File: src/rtl/mem_stage_access_unit.sv
// rtl/mem_stage_access_unit.sv - MEM-stage data-memory access unit with stall, misalign and timeout handling
module mem_stage_access_unit #(
  parameter int DATA_W  = 32,
  parameter int REG_W   = 5,
  parameter int TIMEOUT = 255
) (
  input  logic              clk,
  input  logic              rst_n,
  input  logic [DATA_W-1:0] EXE_MEM_Result,
  input  logic [DATA_W-1:0] EXE_MEM_Rt,
  input  logic [REG_W-1:0]  EXE_MEM_DstReg,
  input  logic              EXE_MEM_MemRead,
  input  logic              EXE_MEM_MemWrite,
  input  logic              EXE_MEM_MemtoReg,
  input  logic              EXE_MEM_RegWrite,
  output logic              dmem_req,
  output logic              dmem_we,
  output logic [DATA_W-1:0] dmem_addr,
  output logic [DATA_W-1:0] dmem_wdata,
  input  logic              dmem_ack,
  input  logic [DATA_W-1:0] dmem_rdata,
  output logic              mem_stall,
  output logic [DATA_W-1:0] MEM_WB_ReadData,
  output logic [DATA_W-1:0] MEM_WB_Result,
  output logic [REG_W-1:0]  MEM_WB_DstReg,
  output logic              MEM_WB_MemtoReg,
  output logic              MEM_WB_RegWrite,
  output logic              mem_err
);

  localparam int CNT_W = $clog2(TIMEOUT + 1);
  localparam logic [CNT_W-1:0] CNT_LAST = CNT_W'(TIMEOUT - 1);

  typedef enum logic [1:0] {S_IDLE, S_WAIT, S_DONE} state_t;

  state_t             state_q, state_d;
  logic [CNT_W-1:0]   cnt_q, cnt_d;
  logic               req_q, req_d;
  logic               we_q, we_d;
  logic [DATA_W-1:0]  addr_q, addr_d;
  logic [DATA_W-1:0]  wdata_q, wdata_d;
  logic [DATA_W-1:0]  rdata_q, rdata_d;
  logic               abort_q, abort_d;
  logic [DATA_W-1:0]  wb_readdata_q, wb_readdata_d;
  logic [DATA_W-1:0]  wb_result_q, wb_result_d;
  logic [REG_W-1:0]   wb_dst_q, wb_dst_d;
  logic               wb_m2r_q, wb_m2r_d;
  logic               wb_rw_q, wb_rw_d;
  logic               err_q, err_d;

  logic op, bad;
  assign op  = EXE_MEM_MemRead | EXE_MEM_MemWrite;
  assign bad = (EXE_MEM_Result[1:0] != 2'b00) | (EXE_MEM_MemRead & EXE_MEM_MemWrite);

  // Next-state, request latching and MEM/WB load selection; MEM/WB defaults to a bubble
  always_comb begin
    state_d       = state_q;
    cnt_d         = cnt_q;
    req_d         = req_q;
    we_d          = we_q;
    addr_d        = addr_q;
    wdata_d       = wdata_q;
    rdata_d       = rdata_q;
    abort_d       = abort_q;
    wb_readdata_d = '0;
    wb_result_d   = '0;
    wb_dst_d      = '0;
    wb_m2r_d      = 1'b0;
    wb_rw_d       = 1'b0;
    err_d         = 1'b0;
    mem_stall     = 1'b0;
    case (state_q)
      S_IDLE: begin
        if (op && !bad) begin
          mem_stall = 1'b1;
          state_d   = S_WAIT;
          cnt_d     = '0;
          req_d     = 1'b1;
          we_d      = EXE_MEM_MemWrite;
          addr_d    = EXE_MEM_Result;
          wdata_d   = EXE_MEM_Rt;
          rdata_d   = '0;
          abort_d   = 1'b0;
        end else begin
          wb_result_d = EXE_MEM_Result;
          wb_dst_d    = EXE_MEM_DstReg;
          if (op) begin
            // Rejected access: retire the instruction without a register write
            err_d = 1'b1;
          end else begin
            wb_m2r_d = EXE_MEM_MemtoReg;
            wb_rw_d  = EXE_MEM_RegWrite;
          end
        end
      end
      S_WAIT: begin
        mem_stall = 1'b1;
        if (dmem_ack) begin
          // Ack takes priority over a timeout landing in the same cycle
          req_d   = 1'b0;
          state_d = S_DONE;
          if (!we_q) rdata_d = dmem_rdata;
        end else if (cnt_q == CNT_LAST) begin
          req_d   = 1'b0;
          err_d   = 1'b1;
          abort_d = 1'b1;
          state_d = S_DONE;
        end else begin
          cnt_d = cnt_q + CNT_W'(1);
        end
      end
      S_DONE: begin
        // Upstream is still frozen here, so the EXE/MEM inputs belong to this access
        state_d     = S_IDLE;
        wb_result_d = EXE_MEM_Result;
        wb_dst_d    = EXE_MEM_DstReg;
        if (!abort_q) begin
          wb_readdata_d = rdata_q;
          wb_m2r_d      = EXE_MEM_MemtoReg;
          wb_rw_d       = EXE_MEM_RegWrite;
        end
      end
      default: state_d = S_IDLE;
    endcase
  end

  // State, request and MEM/WB registers with synchronous active-low reset
  always_ff @(posedge clk) begin
    if (!rst_n) begin
      state_q       <= S_IDLE;
      cnt_q         <= '0;
      req_q         <= 1'b0;
      we_q          <= 1'b0;
      addr_q        <= '0;
      wdata_q       <= '0;
      rdata_q       <= '0;
      abort_q       <= 1'b0;
      wb_readdata_q <= '0;
      wb_result_q   <= '0;
      wb_dst_q      <= '0;
      wb_m2r_q      <= 1'b0;
      wb_rw_q       <= 1'b0;
      err_q         <= 1'b0;
    end else begin
      state_q       <= state_d;
      cnt_q         <= cnt_d;
      req_q         <= req_d;
      we_q          <= we_d;
      addr_q        <= addr_d;
      wdata_q       <= wdata_d;
      rdata_q       <= rdata_d;
      abort_q       <= abort_d;
      wb_readdata_q <= wb_readdata_d;
      wb_result_q   <= wb_result_d;
      wb_dst_q      <= wb_dst_d;
      wb_m2r_q      <= wb_m2r_d;
      wb_rw_q       <= wb_rw_d;
      err_q         <= err_d;
    end
  end

  assign dmem_req        = req_q;
  assign dmem_we         = we_q;
  assign dmem_addr       = addr_q;
  assign dmem_wdata      = wdata_q;
  assign MEM_WB_ReadData = wb_readdata_q;
  assign MEM_WB_Result   = wb_result_q;
  assign MEM_WB_DstReg   = wb_dst_q;
  assign MEM_WB_MemtoReg = wb_m2r_q;
  assign MEM_WB_RegWrite = wb_rw_q;
  assign mem_err         = err_q;

endmodule
File: config.mk
export PLATFORM = sky130hd
export DESIGN_NAME = mem_stage_access_unit
export DESIGN_NICKNAME = d
export VERILOG_FILES = /design/src/rtl/mem_stage_access_unit.sv
export SDC_FILE = /design/constraint.sdc
export NUM_CORES = 1
export LEC_CHECK = 0
export ABC_CLOCK_PERIOD_IN_PS = 3360
export CORE_ASPECT_RATIO = 1.5
export CORE_MARGIN = 10
export CORE_UTILIZATION = 30
export CTS_BUF_LIST = sky130_fd_sc_hd__clkbuf_4 sky130_fd_sc_hd__clkbuf_8
export DETAILED_ROUTE_END_ITERATION = 16
export SLEW_MARGIN = 20
export SYNTH_ARGS = -nofsm -noshare
export SYNTH_HDL_FRONTEND = slang
export SYNTH_SLANG_ARGS = --single-unit
File: constraint.sdc
create_clock -name clk -period 3.36 [get_ports clk]
set_input_delay 0.504 -clock clk [delete_from_list [all_inputs] [get_ports clk]]
set_output_delay 0.504 -clock clk [all_outputs]
set_load 0.05 [all_outputs]
## Yosys cells after proc, flatten, opt, wreduce, memory -nomap -nowiden

Cells that the tools add are included.

| word-level totals | value |
|---|---|
| input bits | 108 |
| word-level logic and storage cells | 81 |
| flip-flop bits (word level) | 181 |
| output and inout bits | 139 |

| operators by class | value |
|---|---|
| muxes and demuxes | 39 |
| equality and inequality tests | 10 |
| bitwise operators | 5 |
| reduce and logical (&&, ||, !) cells | 12 |
| add/sub/neg operators | 1 |

Operators with widths:

| operator | number |
|---|---|
| $mux W32 | 4 |
| $pmux W32 S2 | 2 |
| $mux W8 | 3 |
| $mux W1 | 17 |
| $pmux W8 S2 | 1 |
| $ne A2 B2 Y1 const B | 6 |
| $pmux W1 S2 | 6 |
| $reduce_and A4 Y1 | 3 |
| $pmux W5 S2 | 1 |
| $add A8 B1 Y8 const B | 1 |
| $eq A8 B8 Y1 const B | 1 |
| $mux W2 | 3 |
| $mux W5 | 1 |
| $pmux W2 S2 | 1 |
| $reduce_and A2 Y1 | 2 |
| $reduce_bool A2 Y1 | 2 |
| $ne A3 B3 Y1 const B | 1 |
| $reduce_and A3 Y1 | 1 |
| $reduce_or A3 Y1 | 1 |
| $eq A2 B1 Y1 const B | 1 |
| $eq A2 B2 Y1 const B | 1 |
| $logic_not A2 Y1 | 1 |
| $not A1 Y1 | 2 |
| $or A1 B1 Y1 | 2 |
| other kinds (3) | 3 |

## Depth between registers and ports, before layout

| depth | value |
|---|---|
| depth in word-level cells | 6 |
| gate-level depth with buffers | 7 |
| depth with buffers taken out | 6 |

## Worst setup path after synthesis

Ideal clock, no wire load.

| timing | value |
|---|---|
| path kind | input-to-output |
| from | input EXE_MEM_MemWrite |
| to | output mem_stall |
| buffers on the path | 0 |
| arrival time | 1.480 ns |
| stages | 3 |
| path slack | 1.376 ns |
| path through | xor2_1 a31oi_1 nor2_1 |

| between the ends | value |
|---|---|
| word-level cells in the longest chain between the ends | 6 |
| elaborated cells on any way between the ends | 7 |
| those cells by class | mux (2); bitwise (3); reduce/logical (2) |

Ends and longest elaborated chain:

| item | RTL line | source |
|---|---|---|
| start, declared | 13 | `input logic EXE_MEM_MemWrite,` |
| $and A1 B1 Y1 | 53 | `assign bad = (EXE_MEM_Result[1:0] != 2'b00) \| (EXE_MEM_MemRead & EXE_MEM_MemWrite);` |
| $or A1 B1 Y1 | 53 |  |
| $logic_not A1 Y1 | 74 | `if (op && !bad) begin` |
| $logic_and A1 B1 Y1 * | 74 |  |
| $mux W1 * | 74 |  |
| $pmux W1 S2 * | 72 | `case (state_q)` |
| end, declared | 22 | `output logic mem_stall,` |

Every way passes the cells marked *; elsewhere a longest branch is shown, timed or not.

## Worst setup path in the final report

Same ends and word-level chain as after synthesis.

==> impl_results.md <==
- DRC Markers: 0
- Required time of the critical path: 2.86 ns
- Post-CTS Hold Fix Bufs: 0
- Worst-Skew Late Latency: 0.45 ns
- Port buffer count: 246
- Antenna-violating nets left: 0
- Synth Register Bits: 181
- Reg area: 3620 um^2
- Die H: 194 um
- Die width: 136 um
- Die area: 26,300 um^2
- Max-slew violations: 0
- Max-Cap Viols: 0
- Starting Density: 0.305
- Worst Clk Skew: 0.0156 ns
- Syn nets: 772
- Resized cells post-CTS: 0
- Crit-path max FO: 4
- Io pins: 247
- Post-Synth Simple-Gate Area: 0.243
- Filler instances: 1,974
- DRT Pass-1 Iters: 6
- Layout cell share with drive strength beyond 1: 0.0573
- Slew @ Worst Pin: 0.798 ns
- RSZ-0062 raised after global routing: false
- Static Leak: 3.28 nW
- Syn Area/Cell: 9.11 um^2
- Worst-path clk slew: 0.09 ns
- Fin crit share: 0.748
- Final Setup Violations: 0
- Setup TNS: 0 ns
- Worst min-delay path category: flop to flop
- Adder-cell share of the synthesized area: 0.00415
- Clock tree buffer depth: 2
- Setup crit end kind: output port
- Clock sinks: 181
- Area fraction in compound gates after synthesis: 0.113
- Sequential fraction of the synthesis area: 0.601
- Synth cell types: 34
- Status: complete, no violations
- Root Driver: clkbuf_8
- Number of cells on the worst reg-to-reg path: 5
- Synth Area in XOR/XNOR: 0.00145
- Vias per cell: 4.47
- Post-CTS Setup Bufs: 0
- Slew margin rel.: 0.465
- Cts bufs inserted: 17
- Largest family of logic cells by synthesized area: simple AND/OR/NAND/NOR gates
- Area delta synth->final: 51.7%
- Power Density: 482 nW/um^2
- Peak supply drop: 0.000213 V
- Util after Layout: 0.462
- FMAX: 0.398 GHz
- First-pass GRT wire length: 29,300 um
- Post-Syn Instances: 662
- Fin crit period: 2.51 ns
- Crit path DAT: 2.01 ns
- Overall Global Routing Usage: 0.143
- Final hold violations: 0
- Synth async-reset ratio: 0
- CTS tree: built
- Critical path type: input port to output port
- Post-synth EDFFs: 0
- Final #Nets: 1,004
- H-tree Lvls: 4
- Vias in the first global route: 5,021
- Warnings from Yosys: 0
- Critical path launch point type: input port
- Mapped cell area: 6030 um^2
- Routability cong.: 0.765
- Drt wl/cell: 16.5 um
- Top FF cell, synth: dfxtp_1
- Area occupied by multi-input gates: 2200 um^2
- DP HPWL: 14,200 um
- Hold Path Depth: 1
- Detailed Route Iter0 Violations: 257
- Initial antenna violation count: 1
- Rows: 63
- Grt ovf: 0
- Largest net degree at the start of global routing: 44
- Total core area: 19,800 um^2
- Mux contribution to synthesized area: 0
- Routed WL: 19,300 um
- Via count: 5,226
[metal layers]
layer | track usage | wire length, um | vias to the layer above
li1 | - | - | 2621
met1 | 0.149 | 7370 | 2442
met2 | 0.264 | 10400 | 150
met3 | 0.0423 | 1220 | 13
met4 | 0.0463 | 268 | 0
met5 | 0 | 0 | -
[sequential cells by signal, summed over array words and instances, names as in the netlist]
register and cells:
MEM_WB_ReadData 32, MEM_WB_MemtoReg 1, abort_q 1, state_q 2
dmem_we 1, cnt_q 8, MEM_WB_RegWrite 1, rdata_q 32
dmem_addr 32, MEM_WB_Result 32, dmem_req 1, MEM_WB_DstReg 5
mem_err 1, dmem_wdata 32
[cells by family after synthesis]
family | count (synthesis)
AND/OR/NAND/NOR | 311
XOR/XNOR | 1
adder cells (fa/ha/maj) | 2
buffers and inverters | 50
flip-flops | 181
AO/OA/AOI/OAI | 117
[cells in the final DEF, fill, tap and decap left out, drive strengths merged, types with 2 or more instances in the layout]
cell / count
nand3: 40
nor2: 10
o21ai: 4
inv: 9
or4: 3
dfxtp: 181
nand4: 3
nand2b: 3
a21boi: 25
or3: 3
buf: 13
and2: 71
nand2: 167
clkdlybuf4s50: 245
nor3: 4
clkbuf: 19
and3: 3
a21oi: 76
bufinv: 2
clkinv: 6
o221a: 3
o211ai: 2
a31oi: 4
ha: 2
[cells in the mapped netlist, types with 2 or more instances]
cell type | instances | area [um^2]
nand3_1 | 40 | 200
or3_1 | 3 | 18.8
dfxtp_1 | 181 | 3620
a21oi_1 | 76 | 380
inv_1 | 5 | 18.8
and2_1 | 71 | 444
clkbuf_1 | 28 | 105
buf_2 | 11 | 55.1
o211ai_1 | 2 | 15.0
nand2b_1 | 3 | 18.8
a21boi_1 | 24 | 180
ha_1 | 2 | 25.0
nor2_1 | 10 | 37.5
and3_1 | 3 | 18.8
nand4_1 | 3 | 18.8
buf_4 | 6 | 45.0
o221a_1 | 2 | 22.5
nand2_1 | 167 | 627
or4_1 | 3 | 22.5
a31oi_1 | 4 | 25.0
nor3_1 | 3 | 15.0
o21ai_0 | 3 | 15.0
[critical path, stage by stage]
cell             delay (ns)
clkdlybuf4s50_1        0.56
xor2_1                 0.42
a31oi_1                0.14
nor2_1                 0.15
buf_4                  0.23
[report_power, final]
| group | internal, mW | leakage (nW) | switching, mW |
|---|---|---|---|
| sequential | 2.21 | 1.47 | 0.0262 |
| clock | 0.701 | 0.206 | 0.810 |
| combinational | 0.268 | 1.60 | 0.394 |
[cell type report]
class / count / area share
multi-input combinational: 431 / 0.240
sequential: 181 / 0.396
clock buffer: 19 / 0.0279
inverter: 5 / 0.00205
tap: 260 / 0.0356
antenna: 1 / 0.000274
timing repair buffer: 258 / 0.282
clock inverter: 13 / 0.0160
[through the flow]
step	setup WS, ns	hold slack (ns)	std cells	power [mW]	instance area [um^2]
after floorplan	1.38	0.429	662	2.65	6030
after global placement	0.861	0.432	1135	2.96	8740
after detailed placement	0.805	0.441	1135	2.96	8740
after CTS	0.844	0.454	1167	4.49	9140
after global routing	0.751	0.470	1167	4.60	9140
final	0.846	0.447	1168	4.41	9150
[final timing paths]
| kind | to | slack (ns) | start |
|---|---|---|---|
| max reg2reg | cnt_q[2]$_SDFFE_PN0P_ | 1.40 | state_q[1]$_SDFFE_PN0P_ |
| min | MEM_WB_ReadData[25]$_SDFF_PP0_ | 0.45 | rdata_q[25]$_SDFFE_PN0P_ |
| min reg2reg | MEM_WB_ReadData[25]$_SDFF_PP0_ | 0.45 | rdata_q[25]$_SDFFE_PN0P_ |
| max | mem_stall | 0.85 | EXE_MEM_MemWrite |
(Power assumes the default switching activity.)
